[src/rtl/mc_controller_if.sv]
// Control bundle between the multicycle MIPS control unit and its datapath.
// The controller owns every enable/select; the datapath supplies opcode and memory ready.
interface mc_controller_if;
    logic [5:0] op;
    logic       memready;
    logic       pcwrite;
    logic       branch;
    logic       irwrite;
    logic       memwrite;
    logic       regwrite;
    logic       iord;
    logic       alusrca;
    logic [1:0] alusrcb;
    logic [1:0] aluop;
    logic [1:0] pcsrc;
    logic       regdst;
    logic       memtoreg;
    logic       illegal;
    logic [3:0] state;

    modport master (
        input  op, memready,
        output pcwrite, branch, irwrite, memwrite, regwrite, iord, alusrca,
               alusrcb, aluop, pcsrc, regdst, memtoreg, illegal, state
    );

    modport slave (
        output op, memready,
        input  pcwrite, branch, irwrite, memwrite, regwrite, iord, alusrca,
               alusrcb, aluop, pcsrc, regdst, memtoreg, illegal, state
    );
endinterface

[src/rtl/mc_controller.sv]
// Moore control FSM for a multicycle MIPS datapath (LW, SW, R-type, BEQ, ADDI, J).
// Outputs decode from the state register, except memready gating in FETCH and reset masking.
module mc_controller (
    input  logic            clk,
    input  logic            reset,
    mc_controller_if.master ctrl
);

    typedef enum logic [3:0] {
        FETCH   = 4'd0,
        DECODE  = 4'd1,
        MEMADR  = 4'd2,
        MEMRD   = 4'd3,
        MEMWB   = 4'd4,
        MEMWR   = 4'd5,
        RTYPEEX = 4'd6,
        RTYPEWB = 4'd7,
        BEQEX   = 4'd8,
        ADDIEX  = 4'd9,
        ADDIWB  = 4'd10,
        JEX     = 4'd11
    } state_t;

    localparam logic [5:0] OP_LW    = 6'b100011;
    localparam logic [5:0] OP_SW    = 6'b101011;
    localparam logic [5:0] OP_RTYPE = 6'b000000;
    localparam logic [5:0] OP_BEQ   = 6'b000100;
    localparam logic [5:0] OP_ADDI  = 6'b001000;
    localparam logic [5:0] OP_J     = 6'b000010;

    state_t state_q;
    state_t state_d;

    logic       pcwrite;
    logic       branch;
    logic       irwrite;
    logic       memwrite;
    logic       regwrite;
    logic       iord;
    logic       alusrca;
    logic [1:0] alusrcb;
    logic [1:0] aluop;
    logic [1:0] pcsrc;
    logic       regdst;
    logic       memtoreg;
    logic       illegal;

    always_ff @(posedge clk) begin
        if (reset) begin
            state_q <= FETCH;
        end else begin
            state_q <= state_d;
        end
    end

    always_comb begin
        state_d = FETCH;
        case (state_q)
            FETCH:   state_d = ctrl.memready ? DECODE : FETCH;
            DECODE: begin
                case (ctrl.op)
                    OP_LW, OP_SW: state_d = MEMADR;
                    OP_RTYPE:     state_d = RTYPEEX;
                    OP_BEQ:       state_d = BEQEX;
                    OP_ADDI:      state_d = ADDIEX;
                    OP_J:         state_d = JEX;
                    default:      state_d = FETCH;
                endcase
            end
            MEMADR:  state_d = (ctrl.op == OP_LW) ? MEMRD : MEMWR;
            MEMRD:   state_d = ctrl.memready ? MEMWB : MEMRD;
            MEMWB:   state_d = FETCH;
            MEMWR:   state_d = ctrl.memready ? FETCH : MEMWR;
            RTYPEEX: state_d = RTYPEWB;
            RTYPEWB: state_d = FETCH;
            BEQEX:   state_d = FETCH;
            ADDIEX:  state_d = ADDIWB;
            ADDIWB:  state_d = FETCH;
            JEX:     state_d = FETCH;
            default: state_d = FETCH;
        endcase
    end

    // Reset shows the FETCH datapath selects but suppresses every strobe.
    always_comb begin
        pcwrite  = 1'b0;
        branch   = 1'b0;
        irwrite  = 1'b0;
        memwrite = 1'b0;
        regwrite = 1'b0;
        iord     = 1'b0;
        alusrca  = 1'b0;
        alusrcb  = 2'b00;
        aluop    = 2'b00;
        pcsrc    = 2'b00;
        regdst   = 1'b0;
        memtoreg = 1'b0;
        illegal  = 1'b0;
        if (reset) begin
            alusrcb = 2'b01;
        end else begin
            case (state_q)
                FETCH: begin
                    alusrcb = 2'b01;
                    irwrite = ctrl.memready;
                    pcwrite = ctrl.memready;
                end
                DECODE: begin
                    alusrcb = 2'b11;
                    case (ctrl.op)
                        OP_LW, OP_SW, OP_RTYPE, OP_BEQ, OP_ADDI, OP_J: illegal = 1'b0;
                        default:                                       illegal = 1'b1;
                    endcase
                end
                MEMADR: begin
                    alusrca = 1'b1;
                    alusrcb = 2'b10;
                end
                MEMRD: iord = 1'b1;
                MEMWB: begin
                    memtoreg = 1'b1;
                    regwrite = 1'b1;
                end
                MEMWR: begin
                    iord     = 1'b1;
                    memwrite = 1'b1;
                end
                RTYPEEX: begin
                    alusrca = 1'b1;
                    aluop   = 2'b10;
                end
                RTYPEWB: begin
                    regdst   = 1'b1;
                    regwrite = 1'b1;
                end
                BEQEX: begin
                    alusrca = 1'b1;
                    aluop   = 2'b01;
                    pcsrc   = 2'b01;
                    branch  = 1'b1;
                end
                ADDIEX: begin
                    alusrca = 1'b1;
                    alusrcb = 2'b10;
                end
                ADDIWB: regwrite = 1'b1;
                JEX: begin
                    pcsrc   = 2'b10;
                    pcwrite = 1'b1;
                end
                default: ;
            endcase
        end
    end

    assign ctrl.pcwrite  = pcwrite;
    assign ctrl.branch   = branch;
    assign ctrl.irwrite  = irwrite;
    assign ctrl.memwrite = memwrite;
    assign ctrl.regwrite = regwrite;
    assign ctrl.iord     = iord;
    assign ctrl.alusrca  = alusrca;
    assign ctrl.alusrcb  = alusrcb;
    assign ctrl.aluop    = aluop;
    assign ctrl.pcsrc    = pcsrc;
    assign ctrl.regdst   = regdst;
    assign ctrl.memtoreg = memtoreg;
    assign ctrl.illegal  = illegal;
    assign ctrl.state    = state_q;

endmodule

[src/flat_wrapper.sv]
// flat-port wrapper written by rule: the top's interface ports become plain ports
module mc_controller_flat 
  (clk, reset, ctrl_op, ctrl_memready, ctrl_pcwrite, ctrl_branch, ctrl_irwrite, ctrl_memwrite, ctrl_regwrite, ctrl_iord, ctrl_alusrca, ctrl_alusrcb, ctrl_aluop, ctrl_pcsrc, ctrl_regdst, ctrl_memtoreg, ctrl_illegal, ctrl_state);
  mc_controller_if ctrl_i ();
  input  logic clk;
  input  logic reset;
  input wire logic [$bits(ctrl_i.op)-1:0] ctrl_op;
  input wire logic [$bits(ctrl_i.memready)-1:0] ctrl_memready;
  output wire logic [$bits(ctrl_i.pcwrite)-1:0] ctrl_pcwrite;
  output wire logic [$bits(ctrl_i.branch)-1:0] ctrl_branch;
  output wire logic [$bits(ctrl_i.irwrite)-1:0] ctrl_irwrite;
  output wire logic [$bits(ctrl_i.memwrite)-1:0] ctrl_memwrite;
  output wire logic [$bits(ctrl_i.regwrite)-1:0] ctrl_regwrite;
  output wire logic [$bits(ctrl_i.iord)-1:0] ctrl_iord;
  output wire logic [$bits(ctrl_i.alusrca)-1:0] ctrl_alusrca;
  output wire logic [$bits(ctrl_i.alusrcb)-1:0] ctrl_alusrcb;
  output wire logic [$bits(ctrl_i.aluop)-1:0] ctrl_aluop;
  output wire logic [$bits(ctrl_i.pcsrc)-1:0] ctrl_pcsrc;
  output wire logic [$bits(ctrl_i.regdst)-1:0] ctrl_regdst;
  output wire logic [$bits(ctrl_i.memtoreg)-1:0] ctrl_memtoreg;
  output wire logic [$bits(ctrl_i.illegal)-1:0] ctrl_illegal;
  output wire logic [$bits(ctrl_i.state)-1:0] ctrl_state;
  assign ctrl_i.op = ctrl_op;
  assign ctrl_i.memready = ctrl_memready;
  assign ctrl_pcwrite = ctrl_i.pcwrite;
  assign ctrl_branch = ctrl_i.branch;
  assign ctrl_irwrite = ctrl_i.irwrite;
  assign ctrl_memwrite = ctrl_i.memwrite;
  assign ctrl_regwrite = ctrl_i.regwrite;
  assign ctrl_iord = ctrl_i.iord;
  assign ctrl_alusrca = ctrl_i.alusrca;
  assign ctrl_alusrcb = ctrl_i.alusrcb;
  assign ctrl_aluop = ctrl_i.aluop;
  assign ctrl_pcsrc = ctrl_i.pcsrc;
  assign ctrl_regdst = ctrl_i.regdst;
  assign ctrl_memtoreg = ctrl_i.memtoreg;
  assign ctrl_illegal = ctrl_i.illegal;
  assign ctrl_state = ctrl_i.state;
  mc_controller u_core (.clk(clk), .reset(reset), .ctrl(ctrl_i));
endmodule
[config.mk]
export PLATFORM = sky130hd
export DESIGN_NAME = mc_controller_flat
export DESIGN_NICKNAME = d
export VERILOG_FILES = /design/src/rtl/mc_controller_if.sv /design/src/rtl/mc_controller.sv /design/src/flat_wrapper.sv
export SDC_FILE = /design/constraint.sdc
export NUM_CORES = 1
export LEC_CHECK = 0
export BUFFER_PORTS_ARGS = -buffer_cell sky130_fd_sc_hd__clkbuf_2
export CORE_AREA = 2 2 39 41
export DETAILED_ROUTE_END_ITERATION = 16
export DIE_AREA = 0 0 41 43
export PLACE_DENSITY = 0.72
export SETUP_SLACK_MARGIN = 0.1
export SLEW_MARGIN = 10
export SYNTH_ARGS = -nofsm -noshare
export SYNTH_HDL_FRONTEND = slang
export SYNTH_SLANG_ARGS = --single-unit
[constraint.sdc]
create_clock -name clk -period 1.8 [get_ports clk]
set_input_delay 0.18 -clock clk [delete_from_list [all_inputs] [get_ports clk]]
set_output_delay 0.18 -clock clk [all_outputs]
set_load 0.02 [all_outputs]
==> flow_summary.ini <==
[sta]
whs_ns = 0.330
hold_viol = 0
slew_viol_final = 0
rsz0062_at_grt = false
finalCriticalPeriod_ns = 1.58
relSlewSlack_pct = 74.1
clock_skew_ns = 0.00181
fin_ws_ns = 0.221
fmax_ghz = 0.633
tightest_slew_ns = 0.386
setup_tns_ns = 0
fin_crit_sh_pct = 87.7
setup_violations = 0

[clock_tree]
tritoncts = done
cts_max_level = 1
cts.sinks = 4
clock_path_buffers = 2
cts_setup_buffers = 0
clkLatencyLatePin_ns = 0.23
numCtsBuffers = 3
cts-hold-fix-buffers = 0
cts-root-buf = clkbuf_4
clk_pin_slew_worst_paths_ns = 0.04

[yosys]
synth_area_leader_cell = dfxtp_1
yosys.area.top_type_share_pct = 15.3
syn_area_sq_um = 523
syn_inst = 78
avgSynthCellArea_sq_um = 6.71
yosysMostFrequentCell = nor2_1
yosysSeqAreaShare_pct = 15.3
ys_types = 35
synth-edff-count = 0
ys_top_cells_by_area = dfxtp_1, nand2b_1, nor4_1
synthTopCellsByCount = nor2_1, a21oi_1, nand2b_1, nor3_1, nor4_1
synth_ff_type = dfxtp_1
ys_async_sr_fraction_pct = 0
ys_warn_count = 0
syn_nets = 87
synth_seq_cells = 4

[worst_hold_path]
min-delay-path-class = in -> reg
min_from = ctrl_op[2]
hold_path_depth = 4
whs_endpoint = u_core.ctrl.state[1]

[worst_setup_path]
startpoint = u_core.ctrl.state[2]
worstSetupPathType = reg -> out
r2r_slack_ns = 0.38
end_kind = output port
critPathLaunchType = flop
reg2reg_depth = 4
r2r_end = u_core.ctrl.state[1]
cp_max_fo = 13
cp_data_arrival_time_ns = 1.40
r2r_start = u_core.ctrl.state[2]
cp_data_required_time_ns = 1.62

[power_and_ir_drop]
power_uw = 276
irDropWorstVdd_v = 0.000270
powerDensity_nw_per_um2 = 399
leakagePower_uw = 0.000287

[routing]
dr.pass1.iters = 4
final_antenna_net_count = 0
wl_um = 1320
drt-initial-drc-count = 11
via_per_inst = 5.52
vias = 657
drc = 0
wl_per_cell_um = 11.1

[global_routing]
overflow = 0
track_usage_pct = 18.1
grt_pass1_wl_um = 2350
grt_max_degree = 18
grt_pass1_vias = 558
antenna_found_initial = 0

[floorplan]
die_w_um = 41
row_count = 14
core_sq_um = 1380
start_util_pct = 37.8
dieArea_sq_um = 1760
die_h_um = 43
io_pins = 29

[run_status]
status = finished, final reports clean

[finish]
layout.nets = 114
areaGrowthSynthToFinish_pct = 32.3
antennaDiodeCount = 0
largest_reg_flops = 4
drive_gt1_share_pct = 37.9
fin_cells = 119
n_fill_cell = 157

[placed_design]
place_congestion = 0.781
dpl_worst_slack_ns = 0.286
io_buffer_count = 28
place_inst = 116
dp_hpwl_um = 1040

[flow_run]
maxCapViolCount = 0
## worst max-delay path: stages, from the launching register on
cell and delay [ns]:
dfxtp_2 0.38, or2_1 0.30, nor4_1 0.27, clkbuf_2 0.21
## per-layer routing
| metal | vias up | GRT usage, % | part of all wire [%] |
|---|---|---|---|
| met2 | 19 | 28.4 | 47 |
| li1 | 341 | - | - |
| met4 | 0 | 4.00 | 0 |
| met3 | 0 | 0 | 5.2 |
| met5 | - | 0 | 0 |
| met1 | 297 | 26.7 | 48 |
## final cells by class
cell class	instances	area, sq um	share of cell area, %
clock buffers	3	22.5	3.25
inverters	1	3.75	0.542
multi-input cells	66	413	59.7
flip-flops and latches	4	85.1	12.3
well taps	16	20.0	2.89
repair buffers	29	148	21.3
## metrics by stage
stage	instance area, sq um	utilization, %
2_1_floorplan	532	-
3_3_place_gp	664	48.0
3_5_place_dp	664	48.0
4_1_cts	688	49.7
5_1_grt	692	50.0
6_report	692	50.0
## power breakdown
part           switching [uW]  internal [uW]
clock network            32.7           74.3
registers                6.46           91.6
logic                    42.3           28.8
## cells by family (layout without fill, tap and decap cells)
kind of cell	Yosys count	in the layout	share of synthesized area [%]
xor gates and xnor gates	3	3	5.02
DFF	4	4	15.3
AOI/OAI and AO/OA	17	17	21.3
and+or+nand+nor	46	46	51.0
buffers and inverters	8	33	7.41
## placed cells by master, fill, tap and decap left out, drive strengths merged
cell type	count
o22a	1
a21o	1
or3b	1
o21a	1
o21bai	2
nand2b	6
nor4b	1
or4	2
nor3	6
buf	1
nand3	1
nand4	1
or3	2
a31oi	1
clkbuf	31
dfxtp	4
nand4b	1
nand3b	1
xnor2	3
and3	1
o31ai	1
inv	1
nor4	6
nor2b	2
and2b	1
nand2	2
o21ai	1
a211oi	2
or2	2
a21oi	6
a32oi	1
nor2	9
nor3b	1
## how the worst max path moves through the flow
| stage | slack (ns) | end |
|---|---|---|
| floorplan | 0.11 | ctrl_illegal |
| global placement | 0.32 | ctrl_illegal |
| detailed placement | 0.29 | ctrl_alusrcb[1] |
| CTS | 0.13 | ctrl_illegal |
| global route | 0.12 | ctrl_regwrite |
| finish | 0.22 | ctrl_illegal |
## timing repair
action,4_1_cts,5_1_grt
gates resized for setup,1,3
hold endpoints to repair,0,0
pin swaps,0,0
setup endpoints to repair,4,11
(Power assumes the default switching activity.)
